`src/rtl/lsu_mem_port.sv`:
```
// Load/store initiator between the memory stage and the byte-wide synchronous data memory.
// Handles one request at a time: validate, issue to memory, format load data, hold the response.
module lsu_mem_port #(
    parameter int MEM_BYTES = 1024,
    parameter int ADDR_W    = 10
) (
    input  logic              clk,
    input  logic              rst,
    input  logic              req_valid,
    output logic              req_ready,
    input  logic              req_we,
    input  logic [1:0]        req_size,
    input  logic              req_unsigned,
    input  logic [31:0]       req_addr,
    input  logic [31:0]       req_wdata,
    output logic              resp_valid,
    input  logic              resp_ready,
    output logic [31:0]       resp_rdata,
    output logic              resp_err,
    output logic [ADDR_W-1:0] mem_addr,
    output logic [31:0]       mem_wdata,
    output logic              mem_read,
    output logic              mem_write,
    output logic [1:0]        mem_type,
    input  logic [31:0]       mem_rdata
);

    typedef enum logic [1:0] {IDLE, ISSUE, WAIT, RESP} state_t;

    localparam logic [31:0] MEM_LIMIT = 32'(MEM_BYTES);
    localparam logic [1:0]  SZ_WORD   = 2'd0;
    localparam logic [1:0]  SZ_HALF   = 2'd1;
    localparam logic [1:0]  SZ_BYTE   = 2'd2;
    localparam logic [1:0]  SZ_RSVD   = 2'd3;

    state_t              state_q, state_d;
    logic                we_q;
    logic [1:0]          size_q;
    logic                uns_q;
    logic [ADDR_W-1:0]   addr_q;
    logic [31:0]         wdata_q;
    logic [31:0]         rdata_q;
    logic                err_q;
    logic                req_bad;

    // Sign- or zero-extend the low byte/half of the memory word; words pass through.
    function automatic logic [31:0] format_load(input logic [31:0] raw,
                                                input logic [1:0]  size,
                                                input logic        uns);
        logic signed [7:0]  b;
        logic signed [15:0] h;
        logic signed [31:0] ext;
        b   = raw[7:0];
        h   = raw[15:0];
        ext = raw;
        case (size)
            SZ_BYTE: ext = uns ? $signed({24'd0, raw[7:0]})  : 32'(b);
            SZ_HALF: ext = uns ? $signed({16'd0, raw[15:0]}) : 32'(h);
            default: ext = raw;
        endcase
        return ext;
    endfunction

    always_comb begin
        req_bad = 1'b0;
        if (req_size == SZ_RSVD)                            req_bad = 1'b1;
        if ((req_size == SZ_WORD) && (req_addr[1:0] != 2'b00)) req_bad = 1'b1;
        if ((req_size == SZ_HALF) && req_addr[0])           req_bad = 1'b1;
        if (req_addr >= MEM_LIMIT)                          req_bad = 1'b1;
    end

    always_ff @(posedge clk or posedge rst) begin
        if (rst) begin
            state_q <= IDLE;
            we_q    <= 1'b0;
            size_q  <= 2'd0;
            uns_q   <= 1'b0;
            addr_q  <= '0;
            wdata_q <= 32'd0;
            rdata_q <= 32'd0;
            err_q   <= 1'b0;
        end else begin
            state_q <= state_d;
            case (state_q)
                IDLE: if (req_valid) begin
                    we_q    <= req_we;
                    size_q  <= req_size;
                    uns_q   <= req_unsigned;
                    addr_q  <= req_addr[ADDR_W-1:0];
                    wdata_q <= req_wdata;
                    err_q   <= req_bad;
                    rdata_q <= 32'd0;
                end
                // mem_rdata is the memory's registered output from the ISSUE edge
                WAIT: rdata_q <= format_load(mem_rdata, size_q, uns_q);
                default: ;
            endcase
        end
    end

    always_comb begin
        state_d    = state_q;
        req_ready  = 1'b0;
        resp_valid = 1'b0;
        mem_read   = 1'b0;
        mem_write  = 1'b0;
        case (state_q)
            IDLE: begin
                req_ready = 1'b1;
                if (req_valid) state_d = req_bad ? RESP : ISSUE;
            end
            ISSUE: begin
                mem_write = we_q;
                mem_read  = ~we_q;
                state_d   = we_q ? RESP : WAIT;
            end
            WAIT: state_d = RESP;
            RESP: begin
                resp_valid = 1'b1;
                if (resp_ready) state_d = IDLE;
            end
            default: state_d = IDLE;
        endcase
    end

    assign mem_addr   = addr_q;
    assign mem_wdata  = wdata_q;
    assign mem_type   = size_q;
    assign resp_rdata = rdata_q;
    assign resp_err   = err_q & (state_q == RESP);

endmodule
```
`config.mk`:
```
export PLATFORM = sky130hd
export DESIGN_NAME = lsu_mem_port
export DESIGN_NICKNAME = d
export VERILOG_FILES = /design/src/rtl/lsu_mem_port.sv
export SDC_FILE = /design/constraint.sdc
export NUM_CORES = 1
export LEC_CHECK = 0
export BUFFER_PORTS_ARGS = -buffer_cell sky130_fd_sc_hd__buf_2
export CAP_MARGIN = 25
export CORE_MARGIN = 3
export CORE_UTILIZATION = 36
export CTS_BUF_LIST = sky130_fd_sc_hd__clkbuf_8
export DETAILED_ROUTE_END_ITERATION = 12
export PLACE_DENSITY = 0.66
export SLEW_MARGIN = 20
export SYNTH_ARGS = -nofsm -noshare
export SYNTH_HDL_FRONTEND = slang
export SYNTH_SLANG_ARGS = --single-unit
export TNS_END_PERCENT = 5
```
`constraint.sdc`:
```
create_clock -name clk -period 2.4 [get_ports clk]
set_input_delay 0.12 -clock clk [delete_from_list [all_inputs] [get_ports clk]]
set_output_delay 0.12 -clock clk [all_outputs]
set_load 0.01 [all_outputs]
```
# ---- Word-level counts from Yosys, hierarchy flattened
# Index checks and enable logic that the tools add are counted.
dict set report totals {
  register_bits 81
  latch_bits 0
  ram_bits 0
  mem_bits_ro 0
  inputBits 104
  output_inout_bits 81
  wordCells 47
  memories 0
}
dict set report classes {
  n_addsub 0
  n_mul 0
  n_div 0
  magnitude_cmp 1
  n_eq_ne 9
  n_shift 0
  muxes 18
  bitwise 2
  n_reduce_logical 9
}
# cell n
set ops {}
lappend ops {{32-bit case mux with 2 select lines} 2}
lappend ops {{32-bit 2-to-1 mux} 3}
lappend ops {{32-bit by 11-bit greater-or-equal comparator with 1-bit output, second input constant} 1}
lappend ops {{1-bit 2-to-1 mux} 9}
lappend ops {{2-bit == test, second input constant} 4}
lappend ops {{2-bit case mux with 4 select lines} 1}
lappend ops {{2-bit by 1-bit == test with 1-bit output, second input constant} 3}
lappend ops {{2-bit 2-to-1 mux} 3}
lappend ops {{2-bit AND reduction} 3}
lappend ops {{2-bit zero test} 2}
lappend ops {{2-bit != test, second input constant} 2}
lappend ops {{2-bit nonzero test} 2}
lappend ops {{1-bit logical AND} 2}
lappend ops {{1-bit AND} 1}
lappend ops {{1-bit inverter} 1}

# ---- Longest topological paths before layout
# Gate-level depths: netlist of the first run.
dict set report logic_depth {
  word_depth 8
  mapped_depth 8
  depth_no_buf 6
}

# ---- Worst setup path after synthesis of the first run
# OpenSTA, ideal clock, no wires.
dict set report synth_timing {
  kind {register to register}
  start {register size_q[0], in the netlist mem_type[0]}
  end {register rdata_q[10], in the netlist resp_rdata[10]}
  setup_time_ps 129
  t_arrival_ps 1564
  required_time_ps 2271
  setup_slack_ps 706
  stages_incl_launch_ff 8
  path_buffers 2
  synth_period_minus_slack_ps 1694
  path_cell_list {dfrtp_1 inv_1 ha_1 clkbuf_2 or2_2 clkbuf_1 a21oi_1 o21ai_0}
}
dict set report synth_between {
  elab_chain_len 3
  elab_cells_between_ends 4
  classes_between {eq/ne (2); mux (2)}
}
# element line
set synth_rtl {}
lappend synth_rtl {{from (decl)} 38} ;# logic [1:0] size_q;
lappend synth_rtl {{from (signal assigned)} 87} ;# size_q <= req_size;
lappend synth_rtl {{2-bit by 1-bit == test with 1-bit output / 2-bit == test (equally long branches)} 56} ;# case (size)
lappend synth_rtl {{32-bit case mux with 2 select lines (*)} 56}
lappend synth_rtl {{32-bit case mux with 2 select lines (*)} 84} ;# case (state_q)
lappend synth_rtl {{to (signal assigned)} 95} ;# WAIT: rdata_q <= format_load(mem_rdata, size_q, uns_q);
lappend synth_rtl {{to (decl)} 42} ;# logic [31:0] rdata_q;
# Mark *: on every way between the ends. The rest lies on a longest branch, timed or not.
# A chain may end at the register's enable or synchronous reset.

# ---- Worst setup path after layout of the first run
dict set report layout_timing {
  start {register state_q[0]}
  end {register rdata_q[22], in the netlist resp_rdata[22]}
}
dict set report layout_between {
  elab_chain_len 3
  elab_cells_between_ends 6
  classes_between {eq/ne (2); mux (1); reduce/logical (3)}
}
# element line
set layout_rtl {}
lappend layout_rtl {{from (decl)} 36} ;# state_t state_q, state_d;
lappend layout_rtl {{from (signal assigned)} 83} ;# state_q <= state_d;
lappend layout_rtl {{2-bit == test / 2-bit zero test (equally long branches)} 84}
lappend layout_rtl {{2-bit nonzero test (no line) / 2-bit != test (equally long branches)} --}
lappend layout_rtl {{2-bit AND reduction (no line)} --}
# Parallel ways exist; a longest one is shown, timed or not.

==> key figures, run 1 <==
CTS
  • CTS Buffer Depth: 2
  • TritonCTS clock tree: built
  • CTS Buf Count: 9
  • Sink Count: 81
  • Setup Fix Bufs, Post-CTS: 0
  • H-tree levels: 3
  • Worst-skew pair later-pin latency: 0.35 ns
  • Clock slew at reported path FFs: roughly 0.09 ns
  • Root Buffer: clkbuf_8

Logic synthesis
  • Yosys top cell area share: approximately 58%
  • Simple-Gate Fraction of Synth Area: 9.55%
  • Adder-Cell Fraction of Synth Area: 2.16%
  • Yosys top cell by area: dfrtp_1
  • Main combinational cell family by area after synthesis: multiplexers
  • Number of library cell types mapped by synthesis: 28
  • Yosys warning count: 0
  • Cells after Synth: 269
  • Post-Syn Nets: 379
  • Compound-Gate Fraction of Synth Area: 9.48%
  • Register area share after synthesis: 58.2%
  • Multiplexer share of the synthesized area: between 10% and 20%
  • Yosys reg bits: 81
  • Syn Area/Cell: ~13 um2
  • Xor/xnor share of the synthesized area: 0%
  • Cell Area, Synth: 0.00348 mm2
  • Top cells by area, synth: dfrtp_1 58%, mux2_2 9.1%, mux2_4 7.8%

Pwr
  • Reg power frac: 37.1%
  • Pwr Density: 1200 mW/mm2
  • P_sw: roughly 2400 uW
  • Clk pwr share: approximately 16%
  • Sw Share: 37.0%
  • Int Power: 4010 uW
  • Logic gate share of total power: between 40% and 50%
  • Leak pwr: 0.00271 uW
  • Worst VDD drop: 0.000493 V

Critical path
  • Crit start category: flip-flop
  • Reg-to-reg slack, setup: between 0.4 and 0.5 ns
  • CP peak stage delay: 0.41 ns
  • Crit. End Element: flip-flop
  • Crit Path Max Fanout: 16
  • Kind of critical path: flip-flop to flip-flop
  • Family with the most delay on the worst path: compound AO/OA/AOI/OAI gates
  • WP data required: 2.60 ns
  • Worst reg2reg path startpoint: state_q[0]
  • Reg2Reg Capture Point: resp_rdata[22]
  • CP max-delay cell: dfrtp_1
  • CP Buf/Inv Count: 1
  • Crit path DAT: between 2 and 2.5 ns
  • Worst path cell trace: inv_1 -> ha_1 -> nand2b_1 -> and2_1 -> o21ai_4 -> o21ai_0
  • Worst reg-to-reg path cell count: 6

Detailed routing
  • Met3 wire length: between 500 and 600 um
  • # DRC: 0
  • First drt pass iteration count: 4
  • Via Count: slightly below 3k
  • Initial drt markers: 63
  • Routed wire length: 9110 um
  • WL/cell: roughly 14 um
  • WL met2: 4550 um
  • Post-Route M1 WL: 3820 um
  • Antenna viol nets, final: 0
  • Drt via density: ~4.5
  • Uppermost routed layer: met4

Hold path
  • Hold Path Origin: mem_rdata[31]
  • Worst Hold Class: input pin to flip-flop
  • Hold Path Stages: 3
  • Hold endpoint: resp_rdata[31]

Final layout
  • # nets final: a little over 600
  • Layout cells sized above 1: 51.4%
  • Ant diodes: 0
  • Fin area: ~0.0053 mm2
  • Area taken by multi-input logic gates: approximately 0.0014 mm2
  • # fillers: ~800
  • Final Util: roughly 57%
  • Register area: 0.00203 mm2
  • Area grow syn2layout: 51.5%

Timing
  • Setup ws final: between 0.4 and 0.5 ns
  • Slew Limit Fails: 0
  • F_max: 0.525 GHz
  • Min cycle time layout: 1.90 ns
  • Final Hold Violating Endpoints: 0
  • Period utilization: 79.3%
  • RSZ-0062 raised after global routing: false
  • Setup Viol. Count Final: 0
  • Max_slew headroom: 62.2%
  • Worst slew pin tran: 0.565 ns
  • Hold_ws: around 0.022 ns
  • Setup TNS: 0 ns
  • Setup Skew: 0.0108 ns

Floorplan
  • Initial Util: 37.3%
  • Die Wd: 104 um
  • Number of I/O pins: 185
  • Core region area: 0.00933 mm2
  • Cell Rows: 35
  • Die footprint: 0.0109 mm2
  • Chip Height: roughly 100 um

Job
  • Total of max-cap violations: 0

Global route
  • Tot GR Track Use: roughly 17%
  • Vias in the first global route: roughly 3.2k
  • First-pass GRT wire length: 15,200 um
  • GRT overflow: 0
  • Largest net degree at the start of global routing: 50
  • Initial antenna violation count: 0

Place
  • Pre-CTS worst setup slack: 0.497 ns
  • Hpwl dp: 6470 um
  • Placed Area: 0.00453 mm2
  • Final RePlAce weighted congestion: a little over 0.7
  • IO buf count: 184

Run status
  • Status: complete, no violations
through the flow:
stage	std cells	power, uW
after floorplan	269	4330
after global routing	643	6850
after CTS	643	6440
after detailed placement	572	5360
final	643	6360
after global placement	572	5250
synth_stat cells (all sizes together):
| library cell | instances |
|---|---|
| a2111oi | 1 |
| a21boi | 1 |
| a21oi | 11 |
| a22o | 8 |
| and2 | 3 |
| buf | 10 |
| clkbuf | 3 |
| dfrtp | 81 |
| ha | 6 |
| inv | 6 |
| mux2 | 46 |
| mux2i | 2 |
| nand2 | 31 |
| nand2b | 2 |
| nand4 | 1 |
| nor2 | 2 |
| nor2b | 19 |
| nor3 | 2 |
| nor4 | 5 |
| o21ai | 28 |
| or2 | 1 |
routing by layer:
| metal | GRT usage (%) | up-vias |
|---|---|---|
| li1 | - | 1409 |
| met2 | 29.8 | 114 |
| met1 | 20.6 | 1379 |
| met5 | 0 | - |
| met3 | 4.59 | 17 |
| met4 | 6.46 | 0 |
state kept, by name, summed over array words and instances, names as in the netlist:
register / count
err_q: 1
uns_q: 1
mem_wdata: 32
state_q: 2
mem_addr: 10
mem_type: 2
resp_rdata: 32
we_q: 1
repair_timing:
item | 4_1_cts | 5_1_grt
hold endpoints to repair | 86 | 0
gates resized for setup | 0 | 0
hold buffers | 55 | 0
cells in the final DEF (no fill, tap or decap), types with 8 or more instances in the layout:
master         Yosys  routed
o21ai_2           10      10
clkbuf_8           0       9
nor2b_1           19      19
o21ai_0           17      17
mux2_4            18      18
mux2_2            28      28
nand2_1           31      30
a22o_1             8       8
dlygate4sd3_1      0      55
dfrtp_1           81      81
buf_2              5     184
a21oi_1           11      11
cell type report:
class / count / share of cell area, %
clock buffers: 9 / 2.35
clock inverters: 7 / 1.35
inverters: 6 / 0.451
multi-input cells: 169 / 25.6
flip-flops and latches: 81 / 38.4
well taps: 129 / 3.06
repair buffers: 242 / 28.8
cell families after synthesis:
logic type | count (synthesis)
AO/OA/AOI/OAI | 49
adder cells (fa/ha/maj) | 6
multiplexers | 48
flip-flops | 81
buffers and inverters | 19
AND/OR/NAND/NOR | 66
worst max-delay path by stage:
stage / start / end / cells after the start
2_1_floorplan: rst / err_q / 1
3_3_place_gp: mem_type[0] / resp_rdata[17] / 4
3_5_place_dp: state_q[0] / resp_rdata[17] / 6
4_1_cts: state_q[0] / resp_rdata[17] / 6
5_1_grt: state_q[0] / resp_rdata[17] / 6
6_report: state_q[0] / resp_rdata[22] / 6
power groups by stage:
stage                     combinational [uW]  clock, uW  sequential, uW
after floorplan                         1690          0            2640
after global placement                  2900          0            2340
after detailed placement                2980          0            2380
after CTS                               3060       1030            2360
after global routing                    3320       1080            2450
final                                   3010        985            2360
worst reg2reg max path, cell delays in order, from the launching register on:
cell and delay [ns]:
dfrtp_1 0.41, inv_1 0.12, ha_1 0.33, nand2b_1 0.13, and2_1 0.30, o21ai_4 0.27
o21ai_0 0.19
Power figures use the tool's default switching activity.
==> run 2, diff against run 1 <==
==> constraint.sdc (replaced) <==
create_clock -name clk -period 1.9 [get_ports clk]
set_input_delay 0.095 -clock clk [delete_from_list [all_inputs] [get_ports clk]]
set_output_delay 0.095 -clock clk [all_outputs]
set_load 0.01 [all_outputs]
==> key figures, run 2 (synthesis results as in run 1) <==
Detailed routing
  • Via Count: 2,920 (+0.034%)
  • Initial drt markers: 87 (+38%)
  • First drt pass iteration count: 4 (unchanged)
  • WL met2: 4550 um (about the same)
  • Antenna viol nets, final: 0 (unchanged)
  • Met3 wire length: 654 um (+13%)
  • Drt via density: 4.48 (-1.3%)
  • WL/cell: 14.2 um (+0.41%)
  • # DRC: 0 (unchanged)
  • Uppermost routed layer: met4
  • Post-Route M1 WL: 3850 um (+0.79%)
  • Routed wire length: 9270 um (+1.8%)

Pwr
  • Clk pwr share: 14.8% (-0.7 points)
  • Logic gate share of total power: 48.5% (+1.1 points)
  • Leak pwr: 0.00276 uW (+1.7%)
  • Sw Share: 36.6% (-0.38 points)
  • Reg power frac: 36.7% (-0.4 points)
  • Int Power: 5140 uW (+28%)
  • Power Total: 8110 uW (+28%)
  • Pwr Density: 1510 mW/mm2 (+25%)
  • P_sw: 2970 uW (+26%)
  • Worst VDD drop: 0.000704 V (+43%)

Hold path
  • Hold Path Stages: 2 (-1)
  • Worst Hold Class: input pin to flip-flop
  • Hold Path Origin: req_addr[0]
  • Hold endpoint: mem_addr[0]

Global route
  • Largest net degree at the start of global routing: 82 (+64%)
  • First-pass GRT wire length: 15,600 um (+2.4%)
  • GRT overflow: 0 (unchanged)
  • Vias in the first global route: 3,252 (+0.28%)
  • Tot GR Track Use: 17.5% (+0.24 points)
  • Initial antenna violation count: 0 (unchanged)

Critical path
  • Crit Path Max Fanout: 16 (unchanged)
  • CP peak stage delay: 0.51 ns (+0.10 ns)
  • Worst reg-to-reg path cell count: 4 (-2)
  • Kind of critical path: flip-flop to flip-flop
  • Worst reg2reg path startpoint: mem_type[0]
  • Crit path DAT: 1.87 ns (-0.23 ns)
  • Reg2Reg Capture Point: resp_rdata[19]
  • CP max-delay cell: o21ai_4
  • WP data required: 2.10 ns (-0.50 ns)
  • CP Buf/Inv Count: 1 (unchanged)
  • Crit. End Element: flip-flop
  • Worst path cell trace: inv_1 -> ha_1 -> o21ai_4 -> o21ai_0
  • Reg-to-reg slack, setup: 0.23 ns (-0.27 ns)
  • Crit start category: flip-flop
  • Family with the most delay on the worst path: compound AO/OA/AOI/OAI gates

Job
  • Total of max-cap violations: 0 (unchanged)

CTS
  • CTS Buf Count: 9 (unchanged)
  • Sink Count: 81 (unchanged)
  • CTS Buffer Depth: 2 (unchanged)
  • TritonCTS clock tree: built
  • Worst-skew pair later-pin latency: 0.34 ns (about the same)
  • H-tree levels: 3 (unchanged)
  • Clock slew at reported path FFs: 0.08 ns (about the same)
  • Root Buffer: clkbuf_8

Final layout
  • # fillers: 809 (+0.87%)
  • Commonest non-fill, non-tap cell in the layout: buf_2
  • Register area: 0.00203 mm2 (unchanged)
  • # nets final: 628 (+1.5%)
  • Ant diodes: 0 (unchanged)
  • Area taken by multi-input logic gates: 0.00136 mm2 (+0.65%)
  • Commonest cells after routing, fill and taps aside: 184 x buf_2, 81 x dfrtp_1, 62 x dlygate4sd3_1
  • Layout cells sized above 1: 50.9% (-0.50 points)
  • Area grow syn2layout: 54.4%

Floorplan
  • Initial Util: 37.3% (unchanged)
  • Die Wd: 104 um (unchanged)
  • Chip Height: 104 um (unchanged)
  • Number of I/O pins: 185 (unchanged)
  • Core region area: 0.00933 mm2 (unchanged)
  • Cell Rows: 35 (unchanged)
  • Die footprint: 0.0109 mm2 (unchanged)

Timing
  • Min cycle time layout: 1.67 ns (-0.231 ns)
  • Max_slew headroom: 62.9% (+0.65 points)
  • Setup Viol. Count Final: 0 (unchanged)
  • Slew Limit Fails: 0 (unchanged)
  • Worst slew pin tran: 0.555 ns (-0.00977 ns)
  • Setup TNS: 0 ns (unchanged)
  • F_max: 0.598 GHz (+14%)
  • Setup Skew: 0.00820 ns (-0.00262 ns)
  • Period utilization: 88.0% (+8.7 points)
  • Setup ws final: 0.228 ns (-0.269 ns)
  • Final Hold Violating Endpoints: 0 (unchanged)
  • RSZ-0062 raised after global routing: false

Place
  • Pre-CTS worst setup slack: 0.150 ns (-0.347 ns)
  • IO buf count: 184 (unchanged)
  • Final RePlAce weighted congestion: 0.774 (+7.5%)
  • Hpwl dp: 6130 um (-5.2%)

Run status
  • Status: complete, no violations
## run 2: cell count changes in the layout (fill, tap and decap cells not counted), sizes merged
cell / change
dlygate4sd3: +7
buf: +2
## run 2: area by class of cell
cell class / count / area share (%)
sequential: 81 / 37.7
timing repair buffer: 251 / 30.1
multi-input combinational: 169 / 25.3
tap: 129 / 3.00
clock buffer: 9 / 2.30
clock inverter: 7 / 1.19
inverter: 6 / 0.489
## run 2: metal layers
| metal | up-vias | GRT usage, % |
|---|---|---|
| met5 | - | 0 |
| met4 | 0 | 6.74 |
| met3 | 20 | 5.15 |
| met2 | 120 | 29.8 |
| met1 | 1357 | 20.9 |
| li1 | 1423 | - |
## run 2: power groups by stage
| stage | Sequential (uW) | Combinational [uW] | Clock, uW |
|---|---|---|---|
| after floorplan | 3340 | 2130 | 0 |
| after global placement | 2960 | 3770 | 0 |
| after detailed placement | 2990 | 3870 | 0 |
| after CTS | 2970 | 3980 | 1250 |
| after global routing | 3080 | 4340 | 1310 |
| final | 2970 | 3940 | 1200 |
## run 2: worst reg2reg max path: stages, from the launching register on
cell and delay, ns:
dfrtp_1 0.40, inv_1 0.06, ha_1 0.39, o21ai_4 0.51, o21ai_0 0.18
## run 2: worst max-delay path by stage
stage | startpoint | to | cells after the start
after CTS | state_q[0] | resp_rdata[19] | 6
after global routing | mem_type[0] | resp_rdata[20] | 6
final | mem_type[0] | resp_rdata[19] | 4
after floorplan | mem_type[0] | resp_rdata[10] | 7
after global placement | state_q[0] | resp_rdata[19] | 6
after detailed placement | state_q[0] | resp_rdata[19] | 6
## run 2: metrics by stage
| stage | hold slack (ns) | util (%) | cells | area, um2 |
|---|---|---|---|---|
| floorplan | 0.228 | - | 269 | 3490 |
| global placement | 0.251 | 48.9 | 574 | 4560 |
| detailed placement | 0.258 | 48.9 | 574 | 4560 |
| CTS | 0.00124 | 57.6 | 652 | 5370 |
| global route | 0.0170 | 57.7 | 652 | 5380 |
| finish | 0.0228 | 57.7 | 652 | 5380 |
## run 2: what timing repair did
action	CTS	global route
hold endpoints to repair	142	0
endpoints found under the setup margin	0	8
buffers inserted	0	0
gates resized for setup	0	2
hold buffers	62	0
==> run 3, diff against run 2 <==
--- a/config.mk
+++ b/config.mk
@@ -12,6 +12,7 @@
 export CTS_BUF_LIST = sky130_fd_sc_hd__clkbuf_8
 export DETAILED_ROUTE_END_ITERATION = 12
 export PLACE_DENSITY = 0.66
+export RECOVER_POWER = 25
 export SLEW_MARGIN = 20
 export SYNTH_ARGS = -nofsm -noshare
 export SYNTH_HDL_FRONTEND = slang
==> key figures, run 3 (synthesis results as in run 1) <==
Global route
  • Initial antenna violation count: 0 (unchanged)
  • Vias in the first global route: 3,252 (unchanged)
  • First-pass GRT wire length: 15,600 um (unchanged)
  • Largest net degree at the start of global routing: 82 (unchanged)
  • Tot GR Track Use: 17.5% (unchanged)
  • GRT overflow: 0 (unchanged)

Final layout
  • Register area: 0.00203 mm2 (unchanged)
  • Commonest cells after routing, fill and taps aside: 183 x buf_2, 81 x dfrtp_1, 62 x dlygate4sd3_1
  • Layout cells sized above 1: 50.7% (-0.19 points)
  • # fillers: 812 (+0.37%)
  • Area taken by multi-input logic gates: 0.00136 mm2 (unchanged)
  • # nets final: 628 (unchanged)
  • Commonest non-fill, non-tap cell in the layout: buf_2
  • Ant diodes: 0 (unchanged)
  • Area grow syn2layout: 54.0%

Timing
  • RSZ-0062 raised after global routing: false
  • Max_slew headroom: 27.3% (-36 points)
  • Period utilization: 88.3% (+0.26 points)
  • Min cycle time layout: 1.68 ns (+0.00493 ns)
  • Setup Skew: 0.00799 ns (-0.000210 ns)
  • Worst slew pin tran: 1.09 ns (+0.535 ns)
  • F_max: 0.596 GHz (-0.29%)
  • Slew Limit Fails: 0 (unchanged)
  • Setup TNS: 0 ns (unchanged)
  • Setup ws final: 0.223 ns (-0.00493 ns)
  • Setup Viol. Count Final: 0 (unchanged)
  • Final Hold Violating Endpoints: 0 (unchanged)

Floorplan
  • Die Wd: 104 um (unchanged)
  • Die footprint: 0.0109 mm2 (unchanged)
  • Number of I/O pins: 185 (unchanged)
  • Chip Height: 104 um (unchanged)
  • Core region area: 0.00933 mm2 (unchanged)
  • Initial Util: 37.3% (unchanged)
  • Cell Rows: 35 (unchanged)

Critical path
  • Crit path DAT: 1.87 ns (about the same)
  • Crit. End Element: flip-flop
  • Crit start category: flip-flop
  • WP data required: 2.10 ns (about the same)
  • Kind of critical path: flip-flop to flip-flop
  • Crit Path Max Fanout: 16 (unchanged)

Pwr
  • Pwr Density: 1510 mW/mm2 (+0.30%)
  • Worst VDD drop: 0.000704 V (about the same)
  • Leak pwr: 0.00275 uW (-0.27%)

Detailed routing
  • Antenna viol nets, final: 0 (unchanged)
  • Routed wire length: 9260 um (about the same)
  • Initial drt markers: 96 (+10%)
  • Via Count: 2,929 (+0.31%)
  • # DRC: 0 (unchanged)
  • Drt via density: 4.49 (+0.31%)
  • First drt pass iteration count: 4 (unchanged)
  • WL/cell: 14.2 um (about the same)

Hold path
  • Worst Hold Class: input pin to flip-flop

Run status
  • Status: complete, no violations

CTS
  • Worst-skew pair later-pin latency: 0.34 ns (about the same)
  • Sink Count: 81 (unchanged)
  • Clock slew at reported path FFs: 0.08 ns (about the same)
  • CTS Buf Count: 9 (unchanged)
  • CTS Buffer Depth: 2 (unchanged)
  • Root Buffer: clkbuf_8
  • TritonCTS clock tree: built
  • Setup Fix Bufs, Post-CTS: 0 (unchanged)
  • H-tree levels: 3 (unchanged)

Place
  • Hpwl dp: 6130 um (unchanged)
  • IO buf count: 184 (unchanged)
  • Pre-CTS worst setup slack: 0.150 ns (unchanged)
  • Final RePlAce weighted congestion: 0.774 (unchanged)

Job
  • Total of max-cap violations: 0 (unchanged)
run 3: cell types whose count changed in the layout (fill, tap and decap cells not counted):
cell / previous run / this run
clkbuf_1: 0 / 1
clkbuf_4: 0 / 1
buf_12: 3 / 2
buf_2: 184 / 183
run 3: metal layers:
| metal | routed length, um | vias to the layer above | GRT usage (%) |
|---|---|---|---|
| met2 | 4580 | 118 | 29.8 |
| met1 | 3820 | 1368 | 20.9 |
| met3 | 645 | 20 | 5.15 |
| met5 | 0 | - | 0 |
| li1 | - | 1423 | - |
| met4 | 222 | 0 | 6.74 |
run 3: final timing paths:
path | cells after the start | from | endpoint | slack (ns)
setup reg to reg | 4 | mem_type[0] | resp_rdata[19] | 0.22
hold reg to reg | 2 | resp_rdata[11] | resp_rdata[11] | 0.48
setup / recovery | 4 | mem_type[0] | resp_rdata[19] | 0.22
min in group asynchronous | 4 | rst | mem_wdata[26] | 0.67
max in group asynchronous | 4 | rst | resp_rdata[15] | 0.51
hold / removal | 2 | req_addr[0] | mem_addr[0] | 0.02
run 3: stage by stage:
stage | hold slack (ns) | instances | power [uW] | utilization, % | instance area (um2)
after floorplan | 0.228 | 269 | 5470 | - | 3490
after global placement | 0.251 | 574 | 6730 | 48.9 | 4560
after detailed placement | 0.258 | 574 | 6850 | 48.9 | 4560
after CTS | 0.00124 | 652 | 8200 | 57.6 | 5370
after global routing | 0.0170 | 652 | 8730 | 57.5 | 5360
final | 0.0240 | 652 | 8110 | 57.5 | 5360
run 3: repair_timing:
item,4_1_cts,5_1_grt
hold buffers,62,0
endpoints found under the setup margin,0,8
resized for setup,0,2
endpoints found under the hold margin,142,0
run 3: power breakdown:
| group | internal [uW] | total (uW) | switching (uW) |
|---|---|---|---|
| combinational | 1990 | 3940 | 1940 |
| clock | 596 | 1200 | 605 |
| sequential | 2550 | 2970 | 426 |
| total | 5140 | 8110 | 2980 |
run 3: area by class of cell:
cell class | count | area share, %
Multi-Input combinational cell | 169 | 25.3
Clock buffer | 9 | 2.31
Tap cell | 129 | 3.01
Sequential cell | 81 | 37.8
Inverter | 6 | 0.490
Timing Repair Buffer | 251 | 29.9
Clock inverter | 7 | 1.19
run 3: critical path, cell delays in order (launching register included):
cell	delay (ns)
dfrtp_1	0.40
inv_1	0.06
ha_1	0.39
o21ai_4	0.51
o21ai_0	0.18
